**src/rtl/score_argmax.sv**
```systemverilog
// Signed argmax over a latched packed score vector, scanning one class per cycle.
// Result and done pulse land NUM_CLASSES-1 edges after the accepting edge; start is ignored while busy.
module score_argmax #(
    parameter int NUM_CLASSES = 10,
    parameter int SCORE_WIDTH = 26,
    parameter int IDX_WIDTH   = 4
) (
    input  logic                               clk,
    input  logic                               GlobalReset,
    input  logic [NUM_CLASSES*SCORE_WIDTH-1:0] value,
    input  logic                               start,
    output logic                               busy,
    output logic                               done,
    output logic [IDX_WIDTH-1:0]               class_idx,
    output logic [SCORE_WIDTH-1:0]             max_score
);

    typedef enum logic {IDLE = 1'b0, SCAN = 1'b1} state_t;

    localparam logic [IDX_WIDTH-1:0] LAST_IDX = IDX_WIDTH'(NUM_CLASSES - 1);

    state_t                             state_q, state_d;
    logic [NUM_CLASSES*SCORE_WIDTH-1:0] vec_q, vec_d;
    logic [SCORE_WIDTH-1:0]             work_max_q, work_max_d;
    logic [IDX_WIDTH-1:0]               work_idx_q, work_idx_d;
    logic [IDX_WIDTH-1:0]               cnt_q, cnt_d;
    logic                               busy_q, busy_d;
    logic                               done_q, done_d;
    logic [IDX_WIDTH-1:0]               class_idx_q, class_idx_d;
    logic [SCORE_WIDTH-1:0]             max_score_q, max_score_d;

    logic [SCORE_WIDTH-1:0]             cur_score;
    logic [SCORE_WIDTH-1:0]             cand_max;
    logic [IDX_WIDTH-1:0]               cand_idx;

    always_comb begin
        cur_score = '0;
        for (int k = 0; k < NUM_CLASSES; k++) begin
            if (cnt_q == IDX_WIDTH'(k)) begin
                cur_score = vec_q[k*SCORE_WIDTH +: SCORE_WIDTH];
            end
        end
    end

    // Strict greater-than: on a tie the earlier (lower) index is kept.
    always_comb begin
        cand_max = work_max_q;
        cand_idx = work_idx_q;
        if ($signed(cur_score) > $signed(work_max_q)) begin
            cand_max = cur_score;
            cand_idx = cnt_q;
        end
    end

    always_comb begin
        state_d     = state_q;
        vec_d       = vec_q;
        work_max_d  = work_max_q;
        work_idx_d  = work_idx_q;
        cnt_d       = cnt_q;
        busy_d      = busy_q;
        done_d      = 1'b0;
        class_idx_d = class_idx_q;
        max_score_d = max_score_q;

        case (state_q)
            IDLE: begin
                if (start) begin
                    vec_d = value;
                    if (NUM_CLASSES == 1) begin
                        class_idx_d = '0;
                        max_score_d = value[SCORE_WIDTH-1:0];
                        done_d      = 1'b1;
                    end else begin
                        work_max_d = value[SCORE_WIDTH-1:0];
                        work_idx_d = '0;
                        cnt_d      = IDX_WIDTH'(1);
                        busy_d     = 1'b1;
                        state_d    = SCAN;
                    end
                end
            end
            SCAN: begin
                work_max_d = cand_max;
                work_idx_d = cand_idx;
                cnt_d      = cnt_q + IDX_WIDTH'(1);
                if (cnt_q == LAST_IDX) begin
                    class_idx_d = cand_idx;
                    max_score_d = cand_max;
                    done_d      = 1'b1;
                    busy_d      = 1'b0;
                    cnt_d       = '0;
                    state_d     = IDLE;
                end
            end
            default: state_d = IDLE;
        endcase
    end

    always_ff @(posedge clk) begin
        if (GlobalReset) begin
            state_q     <= IDLE;
            vec_q       <= '0;
            work_max_q  <= '0;
            work_idx_q  <= '0;
            cnt_q       <= '0;
            busy_q      <= 1'b0;
            done_q      <= 1'b0;
            class_idx_q <= '0;
            max_score_q <= '0;
        end else begin
            state_q     <= state_d;
            vec_q       <= vec_d;
            work_max_q  <= work_max_d;
            work_idx_q  <= work_idx_d;
            cnt_q       <= cnt_d;
            busy_q      <= busy_d;
            done_q      <= done_d;
            class_idx_q <= class_idx_d;
            max_score_q <= max_score_d;
        end
    end

    assign busy      = busy_q;
    assign done      = done_q;
    assign class_idx = class_idx_q;
    assign max_score = max_score_q;

endmodule

```
**config.mk**
```make
export PLATFORM = sky130hd
export DESIGN_NAME = score_argmax
export DESIGN_NICKNAME = d
export VERILOG_FILES = /design/src/rtl/score_argmax.sv
export SDC_FILE = /design/constraint.sdc
export NUM_CORES = 1
export LEC_CHECK = 0
export ABC_AREA = 0
export CORE_UTILIZATION = 52
export DETAILED_ROUTE_END_ITERATION = 10
export MAX_ROUTING_LAYER = met4
export PLACE_DENSITY = 0.77
export SYNTH_ARGS = -nofsm -noshare
export SYNTH_HDL_FRONTEND = slang
export SYNTH_SLANG_ARGS = --single-unit
```
**constraint.sdc**
```tcl
create_clock -name clk -period 3.7 [get_ports clk]
set_input_delay 0.37 -clock clk [delete_from_list [all_inputs] [get_ports clk]]
set_output_delay 0.37 -clock clk [all_outputs]
set_load 0.01 [all_outputs]
```
## Yosys cells after proc, flatten, opt, wreduce, memory -nomap -nowiden

Cells that the tools add are included.

- Logic and storage cells: 54
- Register bits: 327
- Output and inout bits: 32
- Bits of input ports: 263

- Eq/ne operators: 11
- Mux-type cells: 26
- Add/sub/neg operators: 1
- Reduce and logical (&&, ||, !) cells: 5
- $lt $le $gt $ge: 1
- Bitwise logic cells: 1

Operator list:

| kind | count |
|---|---|
| 2-to-1 mux 26 bit | 12 |
| case mux 26 bit (2 select lines) | 1 |
| > comparator 26 bit | 1 |
| == test 4 x 3 -> 1 bit (second input constant) | 4 |
| 2-to-1 mux 4 bit | 4 |
| case mux 4 bit (2 select lines) | 2 |
| == test 4 x 2 -> 1 bit (second input constant) | 2 |
| == test 4 bit (second input constant) | 2 |
| AND reduction 2 bit | 3 |
| 2-to-1 mux 1 bit | 5 |
| adder 4 x 1 -> 4 bit (second input constant) | 1 |
| == test 4 x 1 -> 1 bit (second input constant) | 1 |
| zero test 4 bit | 1 |
| case mux 1 bit (2 select lines) | 2 |
| != test 2 x 1 -> 1 bit (second input constant) | 1 |
| != test 2 bit (second input constant) | 1 |
| OR reduction 2 bit | 1 |
| NOT 1 bit | 1 |

## Depth between registers and ports, before layout

- Depth in word-level cells: 14
- Mapped depth: 17

## Worst setup path before layout

No wires, ideal clock.

- Path type: register -> register
- Start: register cnt_q[2]
- End: register work_max_q[17]
- Cell stages (with the launch flop): 16
- Buffers on the path: 4
- Period minus slack after synthesis: 3.410 ns
- Data required time: 3.584 ns
- Library setup time: 0.116 ns
- Data arrival time: 3.294 ns
- Slack: 0.290 ns
- Cells stage by stage: dfxtp_1 -> buf_2 -> buf_4 -> buf_2 -> mux4_2 -> mux2i_1 -> o221ai_1 -> ha_1 -> nand4_1 -> nor3_1 -> o211ai_1 -> o22ai_1 -> mux2i_4 -> buf_2 -> o22ai_1 -> a31o_1

- Longest elaborated chain between the ends: 14
- Elaborated cells on any way between the ends: 23
- Those cells by class: order compare: 1; eq/ne: 9; mux: 12; reduce/logical: 1

Ends and longest elaborated chain:

| element | line | source |
|---|---|---|
| start: declaration | 26 | `logic [IDX_WIDTH-1:0] cnt_q, cnt_d;` |
| start signal: assignment | 116 | `cnt_q <= cnt_d;` |
| zero test 4 bit | 39 | `if (cnt_q == IDX_WIDTH'(k)) begin` |
| 2-to-1 mux 26 bit (9 in series) | 39 |  |
| 2-to-1 mux 26 bit (*) | 39 |  |
| > comparator 26 bit | 49 | `if ($signed(cur_score) > $signed(work_max_q)) begin` |
| 2-to-1 mux 26 bit (*) | 49 |  |
| case mux 26 bit (2 select lines) (*) | 66 | `case (state_q)` |
| end signal: assignment | 114 | `work_max_q <= work_max_d;` |
| end: declaration | 24 | `logic [SCORE_WIDTH-1:0] work_max_q, work_max_d;` |

Mark *: on every way between the ends. The rest lies on a longest branch, timed or not.
A chain may end at the register's enable or synchronous reset.

## Worst setup path after layout

- Start: register cnt_q[2]
- End: register max_score_q[7], in the netlist max_score[7]

- Longest elaborated chain between the ends: 13
- Elaborated cells on any way between the ends: 23
- Those cells by class: order compare: 1; eq/ne: 9; mux: 11; reduce/logical: 2

Ends and longest elaborated chain:

| element | line | source |
|---|---|---|
| zero test 4 bit | 39 |  |
| 2-to-1 mux 26 bit (10 in series) | 39 |  |
| > comparator 26 bit | 49 |  |
| 2-to-1 mux 26 bit | 49 |  |
| end signal: assignment | 120 | `max_score_q <= max_score_d;` |
| end: declaration | 30 | `logic [SCORE_WIDTH-1:0] max_score_q, max_score_d;` |

Several ways; a longest one is shown, not always the timed one.

==> flow_metrics.tcl <==
set metrics [dict create \
    portion_of_total_power_attributed_to_combinational_logic 0.226 \
    placement_rows 61 \
    clock_tree.htree_level_count 2 \
    finalPower_w 0.0101 \
    tightestPinTransition_ps 957 \
    failed_checks "setup timing" \
    timing.critical_path.to_type "flip-flop" \
    vias_per_cell 5.91 \
    cp_data_required_time_ps 4140 \
    fin_nets 2560 \
    power.static_leakage_nw 8.19 \
    detailed_place_hpwl_um 39800 \
    timing.max_slew.rel_slack 0.362 \
    worst_ir_drop_vdd_mv 0.484 \
    wire_length_of_the_first_global_routing_pass_um 82200 \
    timing.fmax_ghz 0.269 \
    path_class "flip-flop to flip-flop" \
    net_switching_w 0.00282 \
    num-fill-cells 2085 \
    worst_slack_ps -17.1 \
    final.min_clock_period_ps 3720 \
    dpl-instance-area_mm2 0.0190 \
    yosysWarnings 0 \
    post_syn_area_per_cell_um2 7.78 \
    initial_utilization 0.534 \
    fp.dieW_um 172 \
    power_report.internal_total_w 0.00726 \
    design.die.area_mm2 0.0295 \
    first_global_vias 14600 \
    setup_viol_count_final 10 \
    drt_wl_total_um 56800 \
    grt_setup_unrepaired "true" \
    critical_path.max_fanout 18 \
    finalInstanceArea_mm2 0.0216 \
    core-area_mm2 0.0281 \
    hold_depth 3 \
    worstHoldPathType "input pin to flip-flop" \
    syn_nets 2217 \
    route.antenna.remaining_nets 0 \
    detailedPlace.worstSlack_ps -431 \
    number_of_design_rule_violations_left_after_detail_routing 0 \
    power_density_mw_per_mm2 466 \
    run_status "finished with violations" \
    number_of_enable_type_register_cells_in_the_synthesized_netlist 0 \
    cts.sink_count 327 \
    min_delay_worst_endpoint "vec_q[77]" \
    gp_routability_congestion 0.987 \
    cap_viol_max_count 0 \
    r2r-start "cnt_q[2]" \
    antenna_violations_before_repair 0 \
    layout-drive-gt1-share 0.180 \
    hold_slack_ps 394 \
    post_synth_num_cell_types 54 \
    drt_iter0_drc 1891 \
    grt_use_total 0.377 \
    startpoint_of_the_worst_hold_path "value[77]" \
    startpoint_type "flip-flop" \
    clkPwrFrac 0.388 \
    cts_made_buffers 36 \
    postSynth.asyncResetShare 0 \
    worstRegToRegCells 18 \
    post_synth_instance_area_mm2 0.0150 \
    grt_overflow_total 0 \
    chipHeight_um 172 \
    ctsRootBufferMaster "sky130_fd_sc_hd__clkbuf_16" \
    wl_per_cell_um 21.2 \
    regToRegSetupSlack_ps -20 \
    finClkSkew_ps 17.8 \
    seq_power_share 0.385 \
    top_level_ports 295 \
    worst_r2r_endpoint "max_score[7]" \
    hold_viol_final 0 \
    syn2layout_area_growth_pct 44.2 \
    worstSkewPairLatency_ps 520 \
    synth_cells 1928 \
    cts_tree "done" \
    grt_start_max_net_pins 161 \
    antennaDiodeCount 0 \
    timing.final.max_slew_violations 0 \
    layout_worst_path_cycle_share 1.00 \
    routed_via_count 15800 \
    synth_flop_cell "sky130_fd_sc_hd__dfxtp_1" \
    clock_path_buffers 3 \
    power.share.switching 0.279 \
    post_cts_hold_buffer_count 0 \
    arrival_ps 4150 \
    drt_pass1_iterations 6 \
    seq_area_frac_synth 0.436 \
    register_bit_count_reported_by_yosys 327 \
    path_clk_slew_ps 60 \
    buffer_ports.inserted 294 \
]
## power by group through the flow
| stage | registers (W) | logic, W | clock network, W |
|---|---|---|---|
| floorplan | 0.00388 | 0.000986 | 0 |
| global placement | 0.00394 | 0.00177 | 0 |
| detailed placement | 0.00394 | 0.00180 | 0 |
| CTS | 0.00387 | 0.00201 | 0.00391 |
| global route | 0.00390 | 0.00241 | 0.00408 |
| finish | 0.00388 | 0.00228 | 0.00391 |
## flip-flops by register name, indices dropped and copies added (netlist names)
register,count
vec_q,260
max_score,26
work_max_q,26
class_idx,4
cnt_q,4
work_idx_q,4
busy,1
done,1
state_q,1
## critical path, cell delays in order, from the launching register on
cell and delay (ps):
sky130_fd_sc_hd__dfxtp_4 430, sky130_fd_sc_hd__buf_8 160, sky130_fd_sc_hd__mux2_2 350, sky130_fd_sc_hd__a221oi_2 270
sky130_fd_sc_hd__nor3_1 100, sky130_fd_sc_hd__a21oi_2 190, sky130_fd_sc_hd__o31ai_4 140, sky130_fd_sc_hd__ha_4 300
sky130_fd_sc_hd__nand3_4 90, sky130_fd_sc_hd__buf_4 150, sky130_fd_sc_hd__o221a_1 260, sky130_fd_sc_hd__o21ai_1 130
sky130_fd_sc_hd__buf_4 140, sky130_fd_sc_hd__o41ai_4 70, sky130_fd_sc_hd__mux2i_4 170, sky130_fd_sc_hd__buf_12 170
sky130_fd_sc_hd__bufbuf_16 300, sky130_fd_sc_hd__nand3_1 110, sky130_fd_sc_hd__o211ai_2 90
## routing by layer
layer	share of wire	vias up	global-route usage	routed length [um]
met5	0	-	-	0
met4	0.038	0	0.131	2180
met3	0.076	118	0.0462	4300
met2	0.46	794	0.573	26000
met1	0.43	7576	0.516	24200
li1	-	7324	-	-
## timing repair
| action | 4_1_cts | 5_1_grt |
|---|---|---|
| hold endpoints to repair | 0 | 0 |
| buffers inserted | 11 | 11 |
| resized for setup | 77 | 108 |
| gates cloned | 2 | 6 |
| pin swaps | 9 | 32 |
| setup endpoints to repair | 60 | 60 |
## metrics by stage
stage | instances | utilization | setup TNS, ps
2_1_floorplan | 1928 | - | 0
3_3_place_gp | 2584 | 0.677 | -18710
3_5_place_dp | 2584 | 0.677 | -21730
4_1_cts | 2662 | 0.742 | 0
5_1_grt | 2677 | 0.770 | -3770
6_report | 2677 | 0.770 | -90.7
## worst max-delay path by stage
stage             start        endpoint  slack, ps  cells after the start
4_1_cts        cnt_q[2]  work_max_q[13]          2                     16
2_1_floorplan  cnt_q[2]  work_max_q[17]        290                     15
3_5_place_dp   cnt_q[2]  work_max_q[24]       -430                     14
3_3_place_gp   cnt_q[2]  work_max_q[24]       -390                     14
6_report       cnt_q[2]    max_score[7]        -20                     18
5_1_grt        cnt_q[2]    max_score[7]       -120                     16
## cells by family (layout without fill, tap and decap cells)
logic type / after synthesis / in the layout / share of synthesized area
muxes: 71 / 71 / 0.0498
adders and majority gates: 26 / 26 / 0.0217
and+or+nand+nor: 759 / 759 / 0.202
DFF: 327 / 327 / 0.436
AOI/OAI and AO/OA: 553 / 553 / 0.237
buffers and inverters: 192 / 563 / 0.0530
## cell type report
cell class	instances	area, um^2	share of cell area
Sequential cell	327	6560	0.303
Clock inverter	16	256	0.0119
Inverter	31	120	0.00555
Timing Repair Buffer	466	4590	0.212
Tap cell	378	473	0.0219
Multi-Input combinational cell	1409	8590	0.397
Clock buffer	50	1050	0.0483
## synth_stat cells (16+ instances only)
library cell,number,area [um^2]
sky130_fd_sc_hd__nand2_1,633,2380
sky130_fd_sc_hd__dfxtp_1,327,6550
sky130_fd_sc_hd__a21oi_1,306,1530
sky130_fd_sc_hd__clkbuf_1,123,462
sky130_fd_sc_hd__mux2i_1,60,601
sky130_fd_sc_hd__o22ai_1,49,307
sky130_fd_sc_hd__nor2_1,41,154
sky130_fd_sc_hd__nand3_1,37,185
sky130_fd_sc_hd__a22oi_1,30,225
sky130_fd_sc_hd__inv_1,29,109
sky130_fd_sc_hd__o211ai_2,29,363
sky130_fd_sc_hd__ha_1,26,325
sky130_fd_sc_hd__buf_2,25,125
sky130_fd_sc_hd__o21ai_0,25,125
sky130_fd_sc_hd__a22o_1,22,193
sky130_fd_sc_hd__a31o_1,19,166
sky130_fd_sc_hd__a221oi_1,18,158
sky130_fd_sc_hd__nor2b_1,16,100
## cells in the final DEF (no fill, tap or decap), drive strengths merged, types with 9 or more instances in the layout
cell type / count
nor2b: 16
a22oi: 30
mux2: 9
clkdlybuf4s50: 292
a21oi: 306
a221oi: 18
a22o: 22
ha: 26
o22ai: 49
mux2i: 61
clkbuf: 55
o31ai: 13
a31o: 19
buf: 167
o21ai: 30
nand3: 40
o211ai: 30
nor2: 42
nand2: 633
dfxtp: 327
inv: 30
(Power assumes the default switching activity.)
